[config.mk]
export PLATFORM = sky130hd
export DESIGN_NAME = reorder_buffer
export DESIGN_NICKNAME = d
export VERILOG_FILES = /design/src/rtl/reorder_buffer.sv
export SDC_FILE = /design/constraint.sdc
export NUM_CORES = 2
export LEC_CHECK = 0
export BUFFER_PORTS_ARGS = -buffer_cell sky130_fd_sc_hd__buf_2
export CAP_MARGIN = 20
export CORE_MARGIN = 2
export CORE_UTILIZATION = 50
export DETAILED_ROUTE_END_ITERATION = 8
export PLACE_DENSITY_LB_ADDON = 0.3
export SKIP_LAST_GASP = 1
export SLEW_MARGIN = 25
export SYNTH_ARGS = -nofsm -noshare
export SYNTH_HDL_FRONTEND = slang
export SYNTH_SLANG_ARGS = --single-unit
[constraint.sdc]
create_clock -name clk -period 6.5 [get_ports clk]
set_input_delay 0.975 -clock clk [delete_from_list [all_inputs] [get_ports clk]]
set_output_delay 0.975 -clock clk [all_outputs]
set_load 0.01 [all_outputs]
[src/rtl/reorder_buffer.sv]
// In-order-retirement reorder buffer: circular entry array with multi-port completion,
// head-driven commit/store/flush outputs and youngest-producer dependency lookup.
module reorder_buffer #(
  parameter int REGISTER_SIZE    = 32,
  parameter int REG_ADDRESS_SIZE = 5,
  parameter int ADDRESS_SIZE     = 32,
  parameter int ID_SIZE          = 3,
  parameter int N_PORTS          = 3
) (
  input  logic                              clk,
  input  logic                              reset,
  input  logic                              alloc_req,
  input  logic [REG_ADDRESS_SIZE-1:0]       alloc_dest,
  input  logic                              alloc_is_store,
  output logic [ID_SIZE-1:0]                alloc_id,
  output logic                              alloc_stall,
  input  logic [N_PORTS-1:0]                cpl_valid,
  input  logic [N_PORTS*ID_SIZE-1:0]        cpl_id,
  input  logic [N_PORTS*REGISTER_SIZE-1:0]  cpl_data,
  input  logic [N_PORTS*ADDRESS_SIZE-1:0]   cpl_address,
  input  logic [N_PORTS-1:0]                cpl_exc,
  input  logic [REG_ADDRESS_SIZE-1:0]       dep_addr1,
  input  logic [REG_ADDRESS_SIZE-1:0]       dep_addr2,
  output logic                              dep_hit1,
  output logic                              dep_hit2,
  output logic                              dep_ready1,
  output logic                              dep_ready2,
  output logic [ID_SIZE-1:0]                dep_id1,
  output logic [ID_SIZE-1:0]                dep_id2,
  output logic [REGISTER_SIZE-1:0]          dep_value1,
  output logic [REGISTER_SIZE-1:0]          dep_value2,
  output logic                              commit_we,
  output logic [REG_ADDRESS_SIZE-1:0]       commit_addr,
  output logic [REGISTER_SIZE-1:0]          commit_data,
  output logic                              store_req,
  output logic [ADDRESS_SIZE-1:0]           store_address,
  output logic [REGISTER_SIZE-1:0]          store_data,
  input  logic                              store_stall,
  output logic                              flush,
  output logic [ID_SIZE-1:0]                flush_id,
  output logic                              empty
);

  localparam int DEPTH = 1 << ID_SIZE;
  localparam logic [ID_SIZE:0] FULL_CNT = (ID_SIZE+1)'(DEPTH);

  logic [ID_SIZE-1:0]          head_q, head_d, tail_q, tail_d;
  logic [ID_SIZE:0]            count_q, count_d;
  logic [DEPTH-1:0]            alloc_q, alloc_d, done_q, done_d, exc_q, exc_d, st_q, st_d;
  logic [REG_ADDRESS_SIZE-1:0] dest_q [DEPTH];
  logic [REG_ADDRESS_SIZE-1:0] dest_d [DEPTH];
  logic [REGISTER_SIZE-1:0]    data_q [DEPTH];
  logic [REGISTER_SIZE-1:0]    data_d [DEPTH];
  logic [ADDRESS_SIZE-1:0]     addr_q [DEPTH];
  logic [ADDRESS_SIZE-1:0]     addr_d [DEPTH];

  logic               head_rdy, do_retire, do_alloc;
  logic [ID_SIZE-1:0] cpl_idx;

  assign head_rdy      = alloc_q[head_q] & done_q[head_q];
  assign flush         = head_rdy & exc_q[head_q];
  assign flush_id      = head_q;
  assign store_req     = head_rdy & ~exc_q[head_q] & st_q[head_q];
  assign commit_we     = head_rdy & ~exc_q[head_q] & ~st_q[head_q] & (dest_q[head_q] != '0);
  assign commit_addr   = dest_q[head_q];
  assign commit_data   = data_q[head_q];
  assign store_address = addr_q[head_q];
  assign store_data    = data_q[head_q];
  assign do_retire     = head_rdy & ~exc_q[head_q] & (~st_q[head_q] | ~store_stall);
  assign alloc_stall   = (count_q == FULL_CNT) | flush;
  assign do_alloc      = alloc_req & ~alloc_stall;
  assign alloc_id      = tail_q;
  assign empty         = (count_q == '0);

  // Allocated entries form one contiguous run starting at head, so the last match
  // found walking forward from head is the youngest producer.
  function automatic logic [ID_SIZE:0] find_dep(input logic [REG_ADDRESS_SIZE-1:0] a);
    logic [ID_SIZE:0]   r;
    logic [ID_SIZE-1:0] idx;
    r = '0;
    for (int i = 0; i < DEPTH; i++) begin
      idx = head_q + ID_SIZE'(i);
      if (alloc_q[idx] && !st_q[idx] && (dest_q[idx] == a) && (a != '0))
        r = {1'b1, idx};
    end
    return r;
  endfunction

  assign {dep_hit1, dep_id1} = find_dep(dep_addr1);
  assign {dep_hit2, dep_id2} = find_dep(dep_addr2);
  assign dep_ready1 = done_q[dep_id1];
  assign dep_ready2 = done_q[dep_id2];
  assign dep_value1 = data_q[dep_id1];
  assign dep_value2 = data_q[dep_id2];

  always_comb begin
    head_d  = head_q;
    tail_d  = tail_q;
    count_d = count_q;
    alloc_d = alloc_q;
    done_d  = done_q;
    exc_d   = exc_q;
    st_d    = st_q;
    dest_d  = dest_q;
    data_d  = data_q;
    addr_d  = addr_q;
    cpl_idx = '0;
    // Highest port first so a lower-indexed port writing the same id overrides it.
    for (int p = N_PORTS - 1; p >= 0; p--) begin
      cpl_idx = cpl_id[p*ID_SIZE +: ID_SIZE];
      if (cpl_valid[p] && alloc_q[cpl_idx]) begin
        data_d[cpl_idx] = cpl_data[p*REGISTER_SIZE +: REGISTER_SIZE];
        addr_d[cpl_idx] = cpl_address[p*ADDRESS_SIZE +: ADDRESS_SIZE];
        exc_d[cpl_idx]  = cpl_exc[p];
        done_d[cpl_idx] = 1'b1;
      end
    end
    if (do_retire) begin
      alloc_d[head_q] = 1'b0;
      head_d          = head_q + ID_SIZE'(1);
    end
    if (do_alloc) begin
      alloc_d[tail_q] = 1'b1;
      done_d[tail_q]  = 1'b0;
      exc_d[tail_q]   = 1'b0;
      st_d[tail_q]    = alloc_is_store;
      dest_d[tail_q]  = alloc_dest;
      tail_d          = tail_q + ID_SIZE'(1);
    end
    count_d = count_q + (ID_SIZE+1)'(do_alloc) - (ID_SIZE+1)'(do_retire);
    if (flush) begin
      alloc_d = '0;
      done_d  = '0;
      exc_d   = '0;
      head_d  = '0;
      tail_d  = '0;
      count_d = '0;
    end
  end

  always_ff @(posedge clk) begin
    if (!reset) begin
      head_q  <= '0;
      tail_q  <= '0;
      count_q <= '0;
      alloc_q <= '0;
      done_q  <= '0;
      exc_q   <= '0;
      st_q    <= '0;
      for (int i = 0; i < DEPTH; i++) begin
        dest_q[i] <= '0;
        data_q[i] <= '0;
        addr_q[i] <= '0;
      end
    end else begin
      head_q  <= head_d;
      tail_q  <= tail_d;
      count_q <= count_d;
      alloc_q <= alloc_d;
      done_q  <= done_d;
      exc_q   <= exc_d;
      st_q    <= st_d;
      dest_q  <= dest_d;
      data_q  <= data_d;
      addr_q  <= addr_d;
    end
  end

endmodule

==> impl_metrics.csv <==
group,metric,value,unit
outcome,status,"finished clean",
global_routing,grt_antenna_before_repair,60,
clocking,insertion_delay,0.66,ns
pwr,pwr_density_cell,176,mW/mm2
routing,wl_met2,78100,um
global_routing,grt_pass1_vias,42000,
placement,port_buffers,412,
floorplanning,die_y,311,um
clocking,clock-sinks,594,
routing,via_per_inst,6.57,
floorplanning,initial_utilization,50.4,%
synth,synth_edf_count,0,
layout,final_common_cell,"mux2i_1",
placement,post-place-ws,0.391,ns
synth,syn-num-nets,5844,
hold_path,hold_depth,2,
routing,drc_errors,0,
synth,synthMuxAreaShare,29.2,%
setup_path,required,5.52,ns
synth,yosys.area_share.simple,17.1,%
sta,tns,0,ns
placement,place_area,0.0486,mm2
clocking,cts.path.max_buffers,3,
setup_path,crit_type,"flip-flop to output pin",
synth,yosys.area_share.adder,0.388,%
synth,ys.warnings.count,0,
placement,hpwl,104000,um
clocking,cts_max_level,3,
synth,synth_area_leader_cell,"dfxtp_1",
sta,fmax,157,MHz
setup_path,crit_fanout,44,
routing,wl_per_cell,25.7,um
hold_path,min_from,"st_q[6]",
global_routing,grt_max_degree,135,
clocking,path_clk_slew,0.06,ns
setup_path,critPathLaunchType,"flip-flop",
synth,ys_top_cells_by_area,"dfxtp_1 (25%), mux2i_1 (17%), mux4_2 (8.5%), a211oi_1 (8.4%), nor2b_1 (7.6%)",
floorplanning,fp.dieW,311,um
synth,synth_compound_area_share,18.8,%
synth,yosys.area.top_type_share,25.3,%
routing,dr.pass1.iters,6,
layout,postLayoutCellArea,0.0519,mm2
global_routing,grt_pass1_wl,262000,um
sta,finalCritPeriodShare,97.7,%
clocking,cts_tree,"done",
layout,mostFrequentLayoutCells,"mux2i_1 (817), nor2_1 (608), dfxtp_1 (591)",
sta,max_slew.worst_pin.slew,1.12,ns
placement,gp_congestion,0.966,
sta,fin_skew,0.0166,ns
synth,ys_ff_latch,594,
global_routing,grt_overflow,0,
synth,synthFlopType,"dfxtp_1",
synth,synth_cell_type_count,75,
layout,drive_above_1_share,19.3,%
routing,wl_met1,67700,um
floorplanning,rows,112,
sta,hold_viol,0,
setup_path,cp.arrival,5.38,ns
routing,drt_iter0_markers,5121,
layout,nFillCells,8427,
synth,synth_cells,5603,
pwr,ir_drop,0.000189,V
sta,slew_headroom,25.6,%
layout,syn2layout_area_growth,10.2,%
hold_path,hold_path_end,"st_q[6]",
hold_path,holdCritPathClass,"flip-flop to flip-flop",
synth,syn_avg_cell_area,8.40,um2
layout,nets,5720,
routing,met3RoutedLength,21000,um
sta,fin_crit,6.35,ns
clocking,cts_root_buf,"clkbuf_16",
clocking,hold_buffers,0,
floorplanning,coreArea,0.0933,mm2
layout,post-route-util,55.6,%
routing,num_vias,44800,
floorplanning,die_area,0.0966,mm2
routing,topRoutingLayerUsed,"met5",
sta,fin_ws,0.147,ns
setup_path,r2r_end,"count_q[2]",
setup_path,reg2reg_slack,1.98,ns
setup_path,worst_r2r_path_depth,12,
routing,wl,175000,um
setup_path,crit_path_end_kind,"output pin",
setup_path,r2r_start,"flush_id[0]",
sta,slew_violations,0,
synth,ys_async_sr_fraction,0,%
clocking,cts_buffers,74,
routing,antenna_left,0,
floorplanning,design.portCount,413,
run,cap_viol_max_count,0,
sta,setup_viol_count_final,0,
pwr,leakagePower,0.0193,uW
global_routing,grt_usage,34.5,%
synth,yosysSeqAreaShare,25.3,%
synth,synth_area,0.0470,mm2
synth,synth_top_family_by_area,"multiplexers",
synth,synth-xor-area-share,1.70,%
-- flip-flops by register name, summed over array words and instances (netlist names) --
signal	flops
addr_q	256
data_q	256
dest_q	40
alloc_q	8
done_q	8
exc_q	8
st_q	8
count_q	4
alloc_id	3
flush_id	3
-- power by group --
group / switching (uW) / internal (uW) / total (uW)
combinational: 578 / 400 / 978
sequential: 72.8 / 3700 / 3780
clock: 1780 / 2590 / 4370
total: 2430 / 6690 / 9120
-- critical path: stages, from the launching register on --
cell      delay [ns]
dfxtp_4         0.35
inv_4           0.06
buf_6           0.41
mux4_2          0.65
xor2_1          0.16
nand3_1         0.14
nor4_4          0.68
nor4bb_1        0.47
a221o_1         0.27
a211oi_4        0.05
buf_4           0.18
buf_4           0.15
buf_16          0.20
a221oi_1        0.27
a21oi_1         0.07
nor3_1          0.31
a221oi_1        0.10
buf_2           0.17
-- layout make-up --
type | instances | area, um2 | area share, %
Antenna cell | 29 | 72.6 | 0.140
Clock buffer | 106 | 2190 | 4.22
Clock inverter | 23 | 317 | 0.610
Inverter | 24 | 95.1 | 0.183
Multi-Input combinational cell | 4221 | 32000 | 61.7
Sequential cell | 594 | 11900 | 23.0
Tap cell | 1254 | 1570 | 3.03
Timing Repair Buffer | 564 | 3740 | 7.21
-- layer usage --
metal	vias up	track usage, %
met4	66	16.2
met1	21400	44.1
met5	-	0
met2	2693	53.5
li1	20000	-
met3	621	9.95
-- cells in the mapped netlist, drive strengths merged (3+ instances only) --
| cell | n |
|---|---|
| nand4 | 18 |
| nand2b | 13 |
| a211oi | 528 |
| o21a | 8 |
| a21oi | 580 |
| mux2i | 819 |
| and2 | 10 |
| a31oi | 3 |
| mux4 | 178 |
| ha | 13 |
| nand4b | 3 |
| or3 | 19 |
| and3 | 6 |
| inv | 23 |
| a22o | 16 |
| nand3b | 6 |
| or4 | 6 |
| nor3 | 61 |
| o21ai | 27 |
| o211ai | 6 |
| a22oi | 36 |
| a221oi | 96 |
| nor2 | 617 |
| clkbuf | 489 |
| a311oi | 3 |
| dfxtp | 594 |
| mux2 | 136 |
| nor4 | 9 |
| xor2 | 34 |
| or2 | 7 |
| nand3 | 27 |
| o22ai | 39 |
| nor2b | 573 |
| nor3b | 7 |
| xnor2 | 54 |
| nand2 | 238 |
| o31ai | 5 |
| buf | 275 |
-- per-stage QoR --
step,hold WS [ns],cells,total power [uW]
2_1_floorplan,0.473,5603,4530
3_3_place_gp,0.525,6621,4780
3_5_place_dp,0.531,6622,4800
4_1_cts,0.540,6758,9120
5_1_grt,0.567,6803,9380
6_report,0.543,6815,9120
-- kinds of logic after synthesis --
logic type / Yosys count
AOI/OAI and AO/OA: 1359
muxes: 1133
adders and majority gates: 14
buffers and inverters: 788
DFF: 594
and+or+nand+nor: 1627
xor gates and xnor gates: 88
-- what timing repair did --
item                                    4_1_cts  5_1_grt
setup buffers                                 7       19
gates resized for setup                      15       34
endpoints found under the setup margin       56       65
pin swaps                                     3        4
cloned                                        0        5
-- worst max path at each step --
stage / start / endpoint / slack [ns] / cells after the start
after floorplan: flush_id[0] / dep_value2[0] / 0.25 / 23
after global placement: flush_id[2] / dep_value2[19] / 0.38 / 14
after detailed placement: flush_id[2] / dep_value2[19] / 0.39 / 14
after CTS: flush_id[1] / dep_value1[19] / -0.09 / 16
after global routing: flush_id[1] / dep_value2[13] / -0.005 / 22
final: flush_id[2] / dep_value2[5] / 0.15 / 17
(Power assumes the default switching activity.)
